--- src/rtl/stupidrv_pkg.sv ---
// rtl/stupidrv_pkg.sv - shared types and limits for the stupidrv data-memory arbiter
package stupidrv_pkg;

    typedef enum logic [1:0] {
        OWNER_IDLE = 2'd0,
        OWNER_CORE = 2'd1,
        OWNER_HOST = 2'd2
    } arb_owner_t;

    // The streak counter is 4 bits wide, so the burst limit must fit below 16.
    localparam int CORE_BURST_MIN = 1;
    localparam int CORE_BURST_MAX = 15;

endpackage

--- src/rtl/stupidrv_dmem_arbiter.sv ---
// rtl/stupidrv_dmem_arbiter.sv - core/host arbiter for one single-port data memory
module stupidrv_dmem_arbiter
    import stupidrv_pkg::*;
#(
    parameter int CORE_BURST = 4
) (
    input  logic        clock,
    input  logic        reset,
    input  logic        core_dmem_valid,
    input  logic [31:0] core_dmem_addr,
    input  logic [3:0]  core_dmem_wstrb,
    input  logic [31:0] core_dmem_wdata,
    output logic [31:0] core_dmem_rdata,
    output logic        stall,
    input  logic        host_valid,
    output logic        host_ready,
    input  logic [31:0] host_addr,
    input  logic [3:0]  host_wstrb,
    input  logic [31:0] host_wdata,
    output logic        host_rvalid,
    output logic [31:0] host_rdata,
    output logic        mem_valid,
    output logic [31:0] mem_addr,
    output logic [3:0]  mem_wstrb,
    output logic [31:0] mem_wdata,
    input  logic [31:0] mem_rdata
);

    if (CORE_BURST < CORE_BURST_MIN || CORE_BURST > CORE_BURST_MAX) begin : g_bad_burst
        $error("CORE_BURST out of range");
    end

    localparam logic [3:0] BURST = 4'(CORE_BURST);

    logic [3:0]  streak_q, streak_d;
    arb_owner_t  rd_owner_q, rd_owner_d;
    logic [31:0] core_hold_q;
    logic        gnt_core, gnt_host;

    always_comb begin
        gnt_core   = 1'b0;
        gnt_host   = 1'b0;
        stall      = 1'b0;
        mem_valid  = 1'b0;
        mem_addr   = 32'd0;
        mem_wstrb  = 4'd0;
        mem_wdata  = 32'd0;
        streak_d   = streak_q;
        rd_owner_d = OWNER_IDLE;

        // Reset masks every grant so nothing reaches the memory or the core.
        if (!reset) begin
            gnt_core = core_dmem_valid && !(host_valid && streak_q == BURST);
            gnt_host = host_valid && !gnt_core;
            stall    = core_dmem_valid && !gnt_core;
        end

        if (gnt_core) begin
            mem_valid = 1'b1;
            mem_addr  = core_dmem_addr;
            mem_wstrb = core_dmem_wstrb;
            mem_wdata = core_dmem_wdata;
            if (core_dmem_wstrb == 4'd0) rd_owner_d = OWNER_CORE;
        end else if (gnt_host) begin
            mem_valid = 1'b1;
            mem_addr  = host_addr;
            mem_wstrb = host_wstrb;
            mem_wdata = host_wdata;
            if (host_wstrb == 4'd0) rd_owner_d = OWNER_HOST;
        end

        if (!host_valid || gnt_host) begin
            streak_d = 4'd0;
        end else if (gnt_core && streak_q != BURST) begin
            streak_d = streak_q + 4'd1;
        end
    end

    assign host_ready      = gnt_host;
    assign core_dmem_rdata = (rd_owner_q == OWNER_CORE) ? mem_rdata : core_hold_q;
    assign host_rvalid     = (rd_owner_q == OWNER_HOST) && !reset;
    assign host_rdata      = host_rvalid ? mem_rdata : 32'd0;

    always_ff @(posedge clock) begin
        if (reset) begin
            streak_q    <= 4'd0;
            rd_owner_q  <= OWNER_IDLE;
            core_hold_q <= 32'd0;
        end else begin
            streak_q   <= streak_d;
            rd_owner_q <= rd_owner_d;
            // Keeps returned data visible to a core that is stalled in its return cycle.
            if (rd_owner_q == OWNER_CORE) core_hold_q <= mem_rdata;
        end
    end

endmodule

--- config.mk ---
export PLATFORM = sky130hd
export DESIGN_NAME = stupidrv_dmem_arbiter
export DESIGN_NICKNAME = d
export VERILOG_FILES = /design/src/rtl/stupidrv_pkg.sv /design/src/rtl/stupidrv_dmem_arbiter.sv
export SDC_FILE = /design/constraint.sdc
export NUM_CORES = 1
export LEC_CHECK = 0
export CAP_MARGIN = 15
export CORE_AREA = 3 3 119 121
export DETAILED_ROUTE_END_ITERATION = 7
export DIE_AREA = 0 0 122 124
export PLACE_DENSITY_LB_ADDON = 0.08
export SYNTH_ARGS = -nofsm -noshare
export SYNTH_HDL_FRONTEND = slang
export SYNTH_SLANG_ARGS = --single-unit
--- constraint.sdc ---
create_clock -name clock -period 4.2 [get_ports clock]
set_clock_uncertainty 0.05 [all_clocks]
set_input_delay 0.63 -clock clock [delete_from_list [all_inputs] [get_ports clock]]
set_output_delay 0.63 -clock clock [all_outputs]
set_load 0.02 [all_outputs]
Word level (Yosys, flattened, before mapping)
Index checks and enable logic that the tools add are counted.
{ "op_classes": {"n_addsub": 1, "eq_ne": 4, "muxes": 17, "n_reduce_logical": 14} }
{ "op_table": {"columns": ["operator", "count"], "rows": [
  ["$mux W32", 6],
  ["$logic_not A4 Y1", 2],
  ["$mux W4", 2],
  ["$logic_and A1 B1 Y1", 6],
  ["$mux W1", 6],
  ["$mux W2", 3],
  ["$add A4 B1 Y4 const B", 1],
  ["$eq A4 B3 Y1 const B", 1],
  ["$logic_not A1 Y1", 4],
  ["$ne A4 B3 Y1 const B", 1],
  ["$eq A2 B1 Y1 const B", 1],
  ["$eq A2 B2 Y1 const B", 1],
  ["$reduce_or A2 Y1", 1],
  ["$logic_or A1 B1 Y1", 1]
]} }
{ "totals": {"ff_bits": 38, "in_bits": 172, "output_inout_bits": 136, "wordCells": 39} }

Logic depth before layout (Yosys ltp)
Gate-level depths: netlist of run 1.
{ "logic_depth": {"depth_word": 9, "depth_mapped": 7} }

Worst setup path before layout of run 1
Ideal clock, no wire load.
{ "synth_timing": {"kind": "input-to-output", "startpoint": "in host_valid", "endpoint": "out mem_addr[10]", "t_arrival_ns": 1.555, "slack_ns": 1.965, "path_stages": 4, "path_cell_list": "nor2b_1 a21boi_2 buf_2 a22o_1"} }
{ "synth_between": {"elab_chain_len": 8, "elab_cells_between_ends": 9, "cone_classes": "4 x mux; 5 x reduce/logical"} }
{ "synth_rtl": {"columns": ["element", "line", "text"], "rows": [
  ["from (decl)", "stupidrv_dmem_arbiter.sv:15", "input logic host_valid,"],
  ["$logic_and A1 B1 Y1", "stupidrv_dmem_arbiter.sv:53", "gnt_core = core_dmem_valid && !(host_valid && streak_q == BURST);"],
  ["$logic_not A1 Y1", "stupidrv_dmem_arbiter.sv:53", null],
  ["$logic_and A1 B1 Y1", "stupidrv_dmem_arbiter.sv:53", null],
  ["$logic_not A1 Y1", "stupidrv_dmem_arbiter.sv:54", "gnt_host = host_valid && !gnt_core;"],
  ["$logic_and A1 B1 Y1 (*)", "stupidrv_dmem_arbiter.sv:54", null],
  ["$mux W1 (*)", "stupidrv_dmem_arbiter.sv:52", "if (!reset) begin"],
  ["named net host_ready", "stupidrv_dmem_arbiter.sv:16", "output logic host_ready,"],
  ["$mux W32 (*)", "stupidrv_dmem_arbiter.sv:64", "end else if (gnt_host) begin"],
  ["$mux W32 (*)", "stupidrv_dmem_arbiter.sv:58", "if (gnt_core) begin"],
  ["to (decl)", "stupidrv_dmem_arbiter.sv:23", "output logic [31:0] mem_addr,"]
]} }
The timed path passes the listed nets; every way through them passes the cells marked *.

Worst setup path in the final report of run 1
{ "layout_timing": {"startpoint": "in host_valid", "endpoint": "out mem_addr[18]"} }
{ "layout_between": {"elab_chain_len": 8, "elab_cells_between_ends": 9, "cone_classes": "4 x mux; 5 x reduce/logical"} }
{ "layout_rtl": {"columns": ["element", "line"], "rows": [
  ["$logic_and A1 B1 Y1", "stupidrv_dmem_arbiter.sv:53"],
  ["$logic_not A1 Y1", "stupidrv_dmem_arbiter.sv:53"],
  ["$logic_and A1 B1 Y1", "stupidrv_dmem_arbiter.sv:53"],
  ["$logic_not A1 Y1", "stupidrv_dmem_arbiter.sv:54"],
  ["$logic_and A1 B1 Y1", "stupidrv_dmem_arbiter.sv:54"],
  ["$mux W1", "stupidrv_dmem_arbiter.sv:52"],
  ["$mux W32", "stupidrv_dmem_arbiter.sv:64"],
  ["$mux W32 (*)", "stupidrv_dmem_arbiter.sv:58"]
]} }
Mark *: on every way between the ends. The rest lies on a longest branch, timed or not.

==> flow_summary.ini, run 1 <==
[sta]
finalSetupViolCount = 0
slew_headroom = 0.371
min_period_over_period = 0.829
post-route-worst-setup-slack_ns = 0.719
rsz0062_at_grt = no
timing.fmax_mhz = 287
drv_slew = 0
sum_of_negative_setup_slack_ns = 0
number_of_hold_violations_in_the_final_report = 0
timing_worst_slew_pin_value_ns = 0.941
timing.final.crit_period_ns = 3.48

[min_path]
min-delay-path-class = register to register

[logic_synthesis]
syn_avg_cell_area_um2 = 9.56
synth-adder-area-share = 0.0103
synth_top_family_by_area = compound AO/OA/AOI/OAI gates
synth_compound_area_frac = 0.254
synth_async_sr_flop_share = 0
synth.top_cells.by_area = sky130_fd_sc_hd__dfxtp_1, sky130_fd_sc_hd__a22o_1, sky130_fd_sc_hd__mux2_2, sky130_fd_sc_hd__and2_1, sky130_fd_sc_hd__nor2b_1
yosys.area_share.xor_xnor = 0.00722
list_of_most_frequent_post_synthesis_cells = sky130_fd_sc_hd__a22o_1, sky130_fd_sc_hd__dfxtp_1, sky130_fd_sc_hd__and2_1, sky130_fd_sc_hd__nor2b_1, sky130_fd_sc_hd__mux2_2
synthCells = 254
yosys.area_share.simple = 0.209
most_repeated_cell_in_the_gate_level_netlist_after_synthesis = sky130_fd_sc_hd__a22o_1
portion_of_netlist_area_occupied_by_mux_cells = 0.148
total_nets_after_synthesis = 428
synth-edff-count = 0
seq_area_frac_synth = 0.313
synth.lib_cells_used.distinct = 25
yosysTopAreaCellShare = 0.313
ys.warnings.count = 0
synthDominantAreaCellType = sky130_fd_sc_hd__dfxtp_1
yosys_most_used_dff = sky130_fd_sc_hd__dfxtp_1
ys_ff_latch = 38
post_synth_instance_area_um2 = 2430

[power_and_ir_drop]
totalPowerFinal_w = 0.00115
peakVddDrop_v = 0.000115
p_leak_nw = 2.21
power_per_cell_area_nw_per_um2 = 197

[global_route]
pin_count_of_the_biggest_net_entering_global_routing = 71
via_count_of_the_first_global_routing_pass = 3172
global_route_wire_length_before_repair_mm = 17.4
grt_antenna_before_repair = 1
grt_remaining_overflow = 0
global_route.usage.total = 0.150

[routing]
num_vias = 3069
initialDrtViolationCount = 92
firstDrtPassIters = 4
routed_wl_mm = 12.4
post_drt_via_cell_ratio = 4.23
drt_drc_violations_left = 0
final_antenna_net_count = 0
avgRoutedWirePerCell_um = 17.1

[setup_path]
path_class = input pin to primary output
setup.worst_path.end_class = primary output
critPathArrivalTime_ns = 2.80
worst_ep_required_time_ns = 3.52
cp-start-kind = input pin
worst_path_maximum_fanout = 70

[floorplan]
design.die.area_um2 = 15100
coreArea_um2 = 13200
die_x_um = 122
num_rows = 42
pin_count = 308
initial_core_util = 0.184
die_span_in_y_um = 124

[cells_and_area]
ff_latch_area_um2 = 761
combined_area_of_the_multi_input_logic_cells_um2 = 1550
post-route-cell-area_um2 = 5830
layout.core_utilization = 0.442
layout.filler_cells = 1305
antennaDiodeCount = 0
finalNetCount = 722
drive_gt1_frac = 0.0874
synthToLayoutAreaGrowth_pct = 140

[clock_tree]
hold_buffers = 0
post_cts.resized_instances = 0
cts_tree = done
clock_insertion_delay_worst_skew_ns = 0.28
worst_setup_hold_path_clk_slew_ns = 0.05
cts_max_path_buffers = 2
cts.root.buffer_cell = sky130_fd_sc_hd__clkbuf_16
post-cts-setup-buffer-count = 0
cts-htree-levels = 2
cts.sink_count = 38
tritoncts.num_buffers = 5

[placed_design]
dpl_cell_area_um2 = 5680
post-dp-hpwl_mm = 10.4
io_buffers = 307
gp_routability_congestion = 0.770
pre_cts_ws_ns = 0.697

[flow_run]
maxCapViolCount = 0

[run_status]
run_status = complete, no violations
-- where the power goes --
part           leakage (nW)  switching [W]  internal (W)  total (W)
Sequential            0.306     0.00000102      0.000363   0.000364
Clock                0.0729       0.000146      0.000235   0.000380
Combinational          1.83       0.000151      0.000252   0.000402
-- cells in the final DEF, fill, tap and decap left out --
master | Yosys | layout
sky130_fd_sc_hd__dfxtp_1 | 38 | 38
sky130_fd_sc_hd__clkbuf_16 | 0 | 5
sky130_fd_sc_hd__buf_12 | 0 | 3
sky130_fd_sc_hd__xnor2_1 | 1 | 1
sky130_fd_sc_hd__nor3b_2 | 0 | 1
sky130_fd_sc_hd__ha_1 | 2 | 2
sky130_fd_sc_hd__clkbuf_8 | 0 | 1
sky130_fd_sc_hd__and3_1 | 1 | 1
sky130_fd_sc_hd__inv_1 | 3 | 3
sky130_fd_sc_hd__buf_4 | 4 | 2
sky130_fd_sc_hd__a22o_1 | 68 | 68
sky130_fd_sc_hd__nand3b_1 | 1 | 1
sky130_fd_sc_hd__a21oi_4 | 0 | 1
sky130_fd_sc_hd__and2_1 | 34 | 34
sky130_fd_sc_hd__nor2_1 | 6 | 6
sky130_fd_sc_hd__mux2_2 | 31 | 31
sky130_fd_sc_hd__clkdlybuf4s50_1 | 0 | 306
sky130_fd_sc_hd__clkinvlp_4 | 0 | 1
sky130_fd_sc_hd__nor2b_1 | 34 | 33
sky130_fd_sc_hd__nand2b_1 | 1 | 1
sky130_fd_sc_hd__nand3_1 | 2 | 2
sky130_fd_sc_hd__nor2b_4 | 0 | 1
sky130_fd_sc_hd__a21boi_4 | 0 | 1
sky130_fd_sc_hd__xor2_1 | 1 | 1
sky130_fd_sc_hd__nor4_1 | 2 | 2
sky130_fd_sc_hd__and3b_1 | 1 | 1
sky130_fd_sc_hd__clkinv_2 | 0 | 1
sky130_fd_sc_hd__mux2_1 | 1 | 1
-- flip-flops by register name, indices dropped and copies added (netlist names) --
register     count
core_hold_q     32
streak_q         4
rd_owner_q       2
-- layout make-up --
type / count / area share
inverters: 3 / 0.00193
clock inverters: 2 / 0.00214
well taps: 176 / 0.0377
flip-flops and latches: 38 / 0.130
multi-input cells: 189 / 0.266
clock buffers: 6 / 0.0238
repair buffers: 311 / 0.538
-- cell families (layout without fill, tap and decap cells) --
| family | Yosys count | after routing |
|---|---|---|
| xor gates and xnor gates | 2 | 2 |
| muxes | 32 | 32 |
| AOI/OAI and AO/OA | 70 | 70 |
| and+or+nand+nor | 83 | 83 |
| DFF | 38 | 38 |
| buffers and inverters | 27 | 322 |
| adders and majority gates | 2 | 2 |
-- worst max-delay path: stages --
cell	delay [ns]
sky130_fd_sc_hd__clkdlybuf4s50_1	0.54
sky130_fd_sc_hd__nor2b_1	0.23
sky130_fd_sc_hd__a21boi_4	0.23
sky130_fd_sc_hd__buf_12	0.29
sky130_fd_sc_hd__a22o_1	0.23
sky130_fd_sc_hd__clkdlybuf4s50_1	0.62
-- through the flow --
| stage | hold slack (ns) | cells |
|---|---|---|
| floorplan | 0.380 | 254 |
| global placement | 0.395 | 717 |
| detailed placement | 0.420 | 717 |
| global route | 0.451 | 725 |
| CTS | 0.433 | 725 |
| finish | 0.418 | 725 |
-- final timing paths --
kind                                    start             end  slack, ns  cells past startpoint
worst max-delay path               host_valid    mem_addr[18]       0.72                      6
worst min-delay path              streak_q[0]     streak_q[0]       0.42                      1
worst max register to register  rd_owner_q[0]  core_hold_q[3]       2.34                      3
worst min register to register    streak_q[0]     streak_q[0]       0.42                      1
-- layer usage --
metal / share of wire / track usage
met5: 0.0011 / 0
met4: 0.019 / 0.0483
met3: 0.12 / 0.0677
met2: 0.53 / 0.288
met1: 0.33 / 0.143
(Power assumes the default switching activity.)
==> inputs of run 2 (changes only) <==
CORE_AREA = 3 3 118 120   (was 3 3 119 121)
DIE_AREA = 0 0 121 123   (was 0 0 122 124)
clock period = 3.2 ns   (was 4.2 ns; I/O delays follow)
==> run 2 against run 1 <==
Compared with the run above: sequential cell count is the same; core utilization is 1.1 points higher; global-route usage down 0.068 points; combinational power is 33% higher; hold slack hardly changed; clock-buffer cell count fell by 1; first-iteration DRC count decreased by 39%; via count rose by 0.26%; clock power is 67% higher; non-clock buffer count up 7; register-to-register slack got worse by 0.72 ns; critical endpoint is now mem_addr[31]; largest cell class unchanged; highest routed layer is now met4.
==> flow_summary.ini, run 2 (synthesis gave the netlist of run 1 again) <==
[sta]
slew_headroom = 0.717
rsz0062_at_grt = no
finalSetupViolCount = 0
number_of_hold_violations_in_the_final_report = 0
min_period_over_period = 0.951
drv_slew = 0
timing_worst_slew_pin_value_ns = 0.424
sum_of_negative_setup_slack_ns = 0
post-route-worst-setup-slack_ns = 0.157
timing.final.crit_period_ns = 3.04
timing.fmax_mhz = 329

[clock_tree]
cts.root.buffer_cell = sky130_fd_sc_hd__clkbuf_16
cts.sink_count = 38
cts_tree = done
cts-htree-levels = 2
tritoncts.num_buffers = 5
cts_max_path_buffers = 2
clock_insertion_delay_worst_skew_ns = 0.28
worst_setup_hold_path_clk_slew_ns = 0.05

[cells_and_area]
layout.core_utilization = 0.454
most_common_library_cell_in_the_layout_ignoring_fill_and_taps = sky130_fd_sc_hd__clkdlybuf4s50_1
largest_registers = core_hold_q (32), streak_q (4), rd_owner_q (2)
final_cell_mix = sky130_fd_sc_hd__clkdlybuf4s50_1, sky130_fd_sc_hd__a22o_1, sky130_fd_sc_hd__dfxtp_1
largest_register_ffs = 32
synthToLayoutAreaGrowth_pct = 145
max_flop_register = core_hold_q
antennaDiodeCount = 0
layout.cells.non_filler = 732
drive_gt1_frac = 0.0971
finalNetCount = 729

[global_route]
pin_count_of_the_biggest_net_entering_global_routing = 47
global_route.usage.total = 0.150
grt_antenna_before_repair = 0
grt_remaining_overflow = 0
via_count_of_the_first_global_routing_pass = 3074
global_route_wire_length_before_repair_mm = 17.4

[routing]
initialDrtViolationCount = 56
final_antenna_net_count = 0
met1_length_mm = 4.24
firstDrtPassIters = 4
dr.max_layer_used = met4
post_drt_via_cell_ratio = 4.20
drt_drc_violations_left = 0
routed-wl-met2_mm = 6.45
met3_routed_length_mm = 1.33
routed_wl_mm = 12.2
num_vias = 3077
avgRoutedWirePerCell_um = 16.7

[placed_design]
io_buffers = 307
gp_routability_congestion = 0.752
placed_cells_incl_taps = 724
post-dp-hpwl_mm = 10.3
pre_cts_ws_ns = 0.105

[floorplan]
die_x_um = 121
coreArea_um2 = 13100
design.die.area_um2 = 14900
num_rows = 42
die_span_in_y_um = 123
initial_core_util = 0.186
pin_count = 308

[setup_path]
reg2reg_slack_ns = 1.62
worst_ep_required_time_ns = 2.67
critPathArrivalTime_ns = 2.51
worst_path_maximum_fanout = 46
setup.worst_path.end_class = primary output
path_class = input pin to primary output
cp-start-kind = input pin

[power_and_ir_drop]
p_leak_nw = 2.27
peakVddDrop_v = 0.000198
totalPowerFinal_w = 0.00165
power_per_cell_area_nw_per_um2 = 278

[flow_run]
maxCapViolCount = 0

[min_path]
min-delay-path-class = register to register

[run_status]
run_status = complete, no violations
-- run 2: cell types whose count changed in the layout (fill, tap and decap cells not counted) --
cell,change
sky130_fd_sc_hd__clkinv_2,-1
sky130_fd_sc_hd__clkdlybuf4s50_1,+1
sky130_fd_sc_hd__clkinv_4,+1
sky130_fd_sc_hd__clkbuf_8,-1
sky130_fd_sc_hd__bufinv_16,+2
sky130_fd_sc_hd__buf_6,+1
sky130_fd_sc_hd__clkinvlp_4,-1
sky130_fd_sc_hd__buf_4,+5
-- run 2: repair_timing --
item / in CTS / in global routing
setup endpoints to repair: 0 / 1
gates resized for setup: 0 / 1
hold endpoints to repair: 0 / 0
setup buffers: 0 / 0
hold buffers: 0 / 0
-- run 2: through the flow --
stage | hold slack [ns] | area [um2]
after global placement | 0.394 | 5740
after floorplan | 0.380 | 2430
final | 0.418 | 5940
after CTS | 0.419 | 5930
after detailed placement | 0.407 | 5740
after global routing | 0.465 | 5940
-- run 2: layer usage --
layer / vias up / GRT usage
met2: 166 / 0.280
li1: 1528 / -
met4: 0 / 0.0361
met5: - / 0
met1: 1373 / 0.157
met3: 10 / 0.0590
-- run 2: worst paths after layout --
path,startpoint,to,depth (start not counted)
worst max-delay path,reset,mem_addr[31],6
worst min-delay path,streak_q[0],streak_q[0],1
worst max register to register,rd_owner_q[0],core_hold_q[8],4
worst min register to register,streak_q[0],streak_q[0],1
-- run 2: final cells by class --
cell class / count / area (um2)
Clock inverter: 3 / 68.8
Multi-Input combinational cell: 189 / 1550
Fill cell: 1231 / 7150
Timing Repair Buffer: 318 / 3200
Inverter: 3 / 11.3
Sequential cell: 38 / 761
Clock buffer: 5 / 125
Tap cell: 176 / 220
-- run 2: worst max-delay path, stage by stage --
cell and delay (ns):
sky130_fd_sc_hd__clkdlybuf4s50_1 0.48, sky130_fd_sc_hd__nor2b_1 0.21, sky130_fd_sc_hd__a21boi_4 0.26, sky130_fd_sc_hd__buf_12 0.23
sky130_fd_sc_hd__a22o_1 0.20, sky130_fd_sc_hd__clkdlybuf4s50_1 0.62
-- run 2: where the power goes --
part           switching (W)  total (W)  internal, W
clock               0.000189   0.000636     0.000448
sequential        0.00000139   0.000478     0.000477
combinational       0.000200   0.000535     0.000336
total               0.000390    0.00165      0.00126
